$ cat src/rtl/mul_div_unit.sv
// mul_div_unit: iterative signed multiply/divide for the ALU stage.
// MUL is radix-2 Booth (one bit per clock), DIV is restoring division on
// operand magnitudes followed by a sign-fix cycle. Results land on
// zhi_out/zlo_out when the FSM enters DONE and hold until the next result.
// Optional feature macro: MDU_DIV_EN (defined = divider present; undefined =
// DIV requests fault immediately and no divider logic is built).
module mul_div_unit #(
  parameter int DATA_W = 32
) (
  input  logic              clock,
  input  logic              clear,
  input  logic              start,
  input  logic              op,
  input  logic [DATA_W-1:0] a_in,
  input  logic [DATA_W-1:0] b_in,
  output logic              busy,
  output logic              done,
  output logic              div_fault,
  output logic [DATA_W-1:0] zhi_out,
  output logic [DATA_W-1:0] zlo_out
);

  localparam int CW = $clog2(DATA_W);
  localparam logic [CW-1:0] LAST = CW'(DATA_W - 1);

  localparam logic [2:0] S_IDLE = 3'd0;
  localparam logic [2:0] S_MUL  = 3'd1;
  localparam logic [2:0] S_DIV  = 3'd2;
`ifdef MDU_DIV_EN
  localparam logic [2:0] S_FIX  = 3'd3;
`endif
  localparam logic [2:0] S_DONE = 3'd4;

  // Control and result registers (reset by clear)
  logic [2:0]        state_q, state_d;
  logic [CW-1:0]     cnt_q, cnt_d;
  logic              fault_q, fault_d;
  logic [DATA_W-1:0] zhi_q, zhi_d;
  logic [DATA_W-1:0] zlo_q, zlo_d;

  // Working registers: a_q holds the multiplicand / dividend, acc_q is the
  // Booth partial product high part or the divide remainder, lo_q is the
  // multiplier being shifted out or the quotient being shifted in.
  logic [DATA_W-1:0]        a_q, a_d;
  logic signed [DATA_W:0]   acc_q, acc_d;
  logic [DATA_W-1:0]        lo_q, lo_d;
  logic                     q1_q, q1_d;

  // Booth step: add/subtract the multiplicand by the current bit pair
  logic signed [DATA_W:0]   m_ext;
  logic signed [DATA_W:0]   bsum;

`ifdef MDU_DIV_EN
  logic [DATA_W-1:0] b_q, b_d;
  logic [DATA_W-1:0] amag_in;
  logic [DATA_W-1:0] dmag;
  logic [DATA_W:0]   rsh;
  logic [DATA_W:0]   rdiff;
  logic [DATA_W-1:0] qfix;
  logic [DATA_W-1:0] rfix;
`endif

  assign busy      = (state_q != S_IDLE);
  assign done      = (state_q == S_DONE);
  assign div_fault = fault_q;
  assign zhi_out   = zhi_q;
  assign zlo_out   = zlo_q;

  // Booth add/sub selection for the current multiplier bit pair
  always_comb begin
    m_ext = {a_q[DATA_W-1], a_q};
    unique case ({lo_q[0], q1_q})
      2'b01:   bsum = acc_q + m_ext;
      2'b10:   bsum = acc_q - m_ext;
      default: bsum = acc_q;
    endcase
  end

`ifdef MDU_DIV_EN
  // Restoring-divide trial subtraction and final sign correction
  always_comb begin
    amag_in = a_in[DATA_W-1] ? -a_in : a_in;
    dmag    = b_q[DATA_W-1] ? -b_q : b_q;
    rsh     = {acc_q[DATA_W-1:0], lo_q[DATA_W-1]};
    rdiff   = rsh - {1'b0, dmag};
    // Quotient truncates toward zero; remainder follows the dividend's sign.
    qfix    = (a_q[DATA_W-1] ^ b_q[DATA_W-1]) ? -lo_q : lo_q;
    rfix    = a_q[DATA_W-1] ? -acc_q[DATA_W-1:0] : acc_q[DATA_W-1:0];
  end
`endif

  // FSM next-state, iteration datapath and result capture
  always_comb begin
    state_d = state_q;
    cnt_d   = cnt_q;
    fault_d = fault_q;
    zhi_d   = zhi_q;
    zlo_d   = zlo_q;
    a_d     = a_q;
    acc_d   = acc_q;
    lo_d    = lo_q;
    q1_d    = q1_q;
`ifdef MDU_DIV_EN
    b_d     = b_q;
`endif

    unique case (state_q)
      S_IDLE: begin
        if (start) begin
          fault_d = 1'b0;
          cnt_d   = '0;
          a_d     = a_in;
          acc_d   = '0;
          q1_d    = 1'b0;
          if (op) begin
            state_d = S_DIV;
`ifdef MDU_DIV_EN
            b_d     = b_in;
            lo_d    = amag_in;
`endif
          end else begin
            state_d = S_MUL;
            lo_d    = b_in;
          end
        end
      end

      S_MUL: begin
        // Arithmetic right shift of {acc, lo, q1} after the add/sub.
        acc_d = {bsum[DATA_W], bsum[DATA_W:1]};
        lo_d  = {bsum[0], lo_q[DATA_W-1:1]};
        q1_d  = lo_q[0];
        cnt_d = cnt_q + 1'b1;
        if (cnt_q == LAST) begin
          zhi_d   = bsum[DATA_W:1];
          zlo_d   = {bsum[0], lo_q[DATA_W-1:1]};
          state_d = S_DONE;
        end
      end

      S_DIV: begin
`ifdef MDU_DIV_EN
        if ((cnt_q == '0) && (b_q == '0)) begin
          zhi_d   = a_q;
          zlo_d   = '1;
          fault_d = 1'b1;
          state_d = S_DONE;
        end else begin
          if (!rdiff[DATA_W]) begin
            acc_d = rdiff;
            lo_d  = {lo_q[DATA_W-2:0], 1'b1};
          end else begin
            acc_d = rsh;
            lo_d  = {lo_q[DATA_W-2:0], 1'b0};
          end
          cnt_d = cnt_q + 1'b1;
          if (cnt_q == LAST) begin
            state_d = S_FIX;
          end
        end
`else
        zhi_d   = '0;
        zlo_d   = '0;
        fault_d = 1'b1;
        state_d = S_DONE;
`endif
      end

`ifdef MDU_DIV_EN
      S_FIX: begin
        zhi_d   = rfix;
        zlo_d   = qfix;
        state_d = S_DONE;
      end
`endif

      S_DONE: begin
        state_d = S_IDLE;
      end

      default: begin
        state_d = S_IDLE;
      end
    endcase
  end

  // Control state and visible results, cleared asynchronously
  always_ff @(posedge clock or posedge clear) begin
    if (clear) begin
      state_q <= S_IDLE;
      cnt_q   <= '0;
      fault_q <= 1'b0;
      zhi_q   <= '0;
      zlo_q   <= '0;
    end else begin
      state_q <= state_d;
      cnt_q   <= cnt_d;
      fault_q <= fault_d;
      zhi_q   <= zhi_d;
      zlo_q   <= zlo_d;
    end
  end

  // Working datapath registers; always reloaded at accept, so no reset
  always_ff @(posedge clock) begin
    a_q   <= a_d;
    acc_q <= acc_d;
    lo_q  <= lo_d;
    q1_q  <= q1_d;
`ifdef MDU_DIV_EN
    b_q   <= b_d;
`endif
  end

endmodule

$ cat config.mk
export PLATFORM = sky130hd
export DESIGN_NAME = mul_div_unit
export DESIGN_NICKNAME = d
export VERILOG_FILES = /design/src/rtl/mul_div_unit.sv
export SDC_FILE = /design/constraint.sdc
export NUM_CORES = 1
export LEC_CHECK = 0
export BUFFER_PORTS_ARGS = -buffer_cell sky130_fd_sc_hd__clkbuf_2
export CAP_MARGIN = 40
export CORE_MARGIN = 2
export CORE_UTILIZATION = 59
export CTS_BUF_LIST = sky130_fd_sc_hd__clkbuf_4 sky130_fd_sc_hd__clkbuf_8
export CTS_CLUSTER_DIAMETER = 150
export DETAILED_ROUTE_END_ITERATION = 8
export PLACE_DENSITY = 0.82
export SKIP_LAST_GASP = 1
export SYNTH_ARGS = -nofsm -noshare
export SYNTH_HDL_FRONTEND = slang
export SYNTH_SLANG_ARGS = --single-unit
$ cat constraint.sdc
create_clock -name clock -period 4.55 [get_ports clock]
set_clock_uncertainty 0.2 [all_clocks]
set_input_delay 0.455 -clock clock [delete_from_list [all_inputs] [get_ports clock]]
set_output_delay 0.455 -clock clock [all_outputs]
set_load 0.02 [all_outputs]
==> results.yml <==
status:
  status: "finished, final reports clean"
synthesis:
  async_flop_share_pct: 42.9
  yosysTopAreaCellShare_pct: 32.6
  syn-num-nets: 995
  yosysMostFrequentCell: "nand2_1"
  ys_types: 56
  syn_avg_cell_area_um2: 10.0
  netlist_instances: 890
  synth_seq_cells: 170
  synth-edff-count: 97
  synth.area.top_cells: "edfxtp_1, dfrtp_1, nand2_1"
  synth_common_cells: "nand2_1, edfxtp_1, nor2_1"
  synth_warnings: 0
  yosysTopAreaCell: "edfxtp_1"
  seq_area_frac_synth_pct: 53.0
  synth.cell_area_mm2: 0.00894
  ys.flop_type: "edfxtp_1"
global_routing:
  grt_pass1_wl_mm: 35.3
  grt.overflow.total: 0
  grt_max_degree: 47
  antenna_found_initial: 0
  grtUsageTotal_pct: 28.0
  grt_pass1_vias: 7110
clock_tree:
  clkTransAtPathRegs_ns: 0.10
  cts_buffer_depth: 2
  worstSkewPairLatency_ns: 0.48
  cts_sinks: 170
  htreeDepth: 4
  cts_tree: "yes"
  clk_root_buffer_cell: "clkbuf_8"
  cts_buffers: 17
floorplan:
  start_util_pct: 59.5
  row_count: 45
  io_pins: 135
  dieArea_mm2: 0.0162
  die_h_um: 127
  die_w_um: 127
  core_area_mm2: 0.0150
sta:
  tightestPinTransition_ns: 0.799
  finalCritPeriodShare_pct: 96.3
  relSlewSlack_pct: 46.7
  fin_crit_ns: 4.38
  setup-violations-final: 0
  max_clock_freq_mhz: 228
  finalHoldViolCount: 0
  tns_ns: 0
  finalMaxSlewViolations: 0
place:
  placedCellCount: 1195
  dp_hpwl_mm: 14.9
  gp_congestion: 0.958
  placed_area_mm2: 0.00996
  port_buffers: 134
layout:
  area.growth.synth_to_final_pct: 22.6
  nets: 1183
  drive_gt1_share_pct: 22.6
  design_area_mm2: 0.0110
  antenna_cells: 0
  fin_cells: 1279
worst_setup_path:
  cp-start-kind: "register"
  worstSetupEndpointType: "register"
  required_ns: 4.59
  path_class: "reg -> reg"
  critPathMaxFanout: 9
  critPathArrivalTime_ns: 4.42
power_and_ir_drop:
  p_switching_mw: 4.49
  pwr-share-seq_pct: 28.3
  p_int_mw: 5.18
  power.share.switching_pct: 46.4
  p_leak_nw: 5.01
  combPwrFrac_pct: 60.7
  vdd_drop_max_mv: 0.408
  power_mw: 9.67
  powerDensity_mw_per_mm2: 882
  clkPwrFrac_pct: 11.0
route:
  wl_per_cell_um: 17.4
  finalWirelength_mm: 22.2
  drt_first_pass_iters: 5
  drt_iter0_markers: 607
  vias_per_cell: 5.79
  ant_nets: 0
  drc_errors: 0
  vias: 7405
hold_path:
  min_path_type: "in -> reg"
job:
  max-cap-violations: 0
==> registers in the layout, summed over array words and instances (netlist names) <==
signal,cells
cnt_q,5
acc_q,32
state_q,3
zlo_out,32
a_q,32
div_fault,1
zhi_out,32
q1_q,1
lo_q,32
==> cell families after synthesis <==
| group | synth area share (%) |
|---|---|
| AO/OA/AOI/OAI | 15.6 |
| XOR/XNOR | 5.48 |
| buffers and inverters | 2.69 |
| AND/OR/NAND/NOR | 16.9 |
| flip-flops | 53.0 |
| adder cells (fa/ha/maj) | 5.26 |
| multiplexers | 1.04 |
==> cells in the final DEF (no fill, tap or decap), types with 10 or more instances in the layout <==
cell,Yosys,routed
nand2_1,163,160
clkbuf_2,0,134
edfxtp_1,97,97
nor2_1,81,78
dfrtp_1,73,73
a21oi_1,55,54
o21ai_0,56,53
a22o_1,41,41
xnor2_1,39,39
buf_4,0,38
dlygate4sd3_1,0,37
ha_1,36,32
inv_1,20,19
clkbuf_8,0,19
xor2_1,17,17
nor3_1,18,16
nand3_1,13,13
a21o_1,13,12
nand2b_1,11,11
and2_1,11,10
==> through the flow <==
stage               hold WS, ns  utilization [%]  worst slack (ns)
floorplan                 0.268                -             0.440
detailed placement        0.273             66.3             0.152
finish                   0.0336             72.9             0.168
global route            0.00727             72.9            -0.102
CTS                    0.000595             71.3             0.126
global placement          0.264             65.7             0.265
==> power by group through the flow <==
stage	Clock (mW)	Sequential (mW)	Combinational (mW)
CTS	1.08	2.73	5.48
detailed placement	0	2.75	5.41
global placement	0	2.74	5.20
global route	1.14	2.80	6.47
finish	1.06	2.74	5.86
floorplan	0	2.83	3.80
==> metal layers <==
layer / GRT usage (%) / share of wire [%]
met1: 37.4 / 43
met5: 0 / 0
met4: 8.60 / 2.2
met3: 8.42 / 7.5
met2: 44.7 / 47
==> area by class of cell <==
| class | count | area [µm²] |
|---|---|---|
| clock buffers | 19 | 262 |
| clock inverters | 13 | 124 |
| fillers | 1060 | 4070 |
| inverters | 20 | 75.1 |
| multi-input cells | 656 | 4110 |
| flip-flops and latches | 170 | 4740 |
| well taps | 188 | 235 |
| repair buffers | 213 | 1420 |
==> final timing paths <==
check                                        start                       to  slack, ns  depth (start not counted)
max                               a_q[9]$_DFFE_PP_  acc_q[28]$_SDFFCE_PN0P_       0.17                         18
min                                       b_in[27]       lo_q[27]$_DFFE_PP_       0.03                          3
max reg2reg                       a_q[9]$_DFFE_PP_  acc_q[28]$_SDFFCE_PN0P_       0.17                         18
min reg2reg                zlo_out[31]$_DFFE_PP0P_  zlo_out[31]$_DFFE_PP0P_       0.29                          2
max in group asynchronous                    clear  zhi_out[28]$_DFFE_PP0P_       2.71                          4
min in group asynchronous                    clear  zlo_out[23]$_DFFE_PP0P_       0.43                          3
==> worst max-delay path, stage by stage, from the launching register on <==
cell and delay, ns:
edfxtp_1 0.46, or3_4 0.42, or3_1 0.35, nor2_2 0.12, and3_4 0.20, nand3b_1 0.17, inv_1 0.12, a21oi_1 0.08
xnor2_1 0.21, ha_1 0.37, nor2b_1 0.18, o21ai_0 0.17, nand2b_1 0.12, a21o_1 0.19, a21oi_1 0.14, o21ai_0 0.09
a21oi_1 0.25, xnor2_1 0.10, o211a_1 0.20
==> timing repair <==
action	4_1_cts	5_1_grt
hold buffers	37	0
endpoints found under the setup margin	0	27
gates resized for setup	0	29
buffers inserted	0	15
endpoints found under the hold margin	69	0
Note: power is estimated with default switching activity, not from simulation.
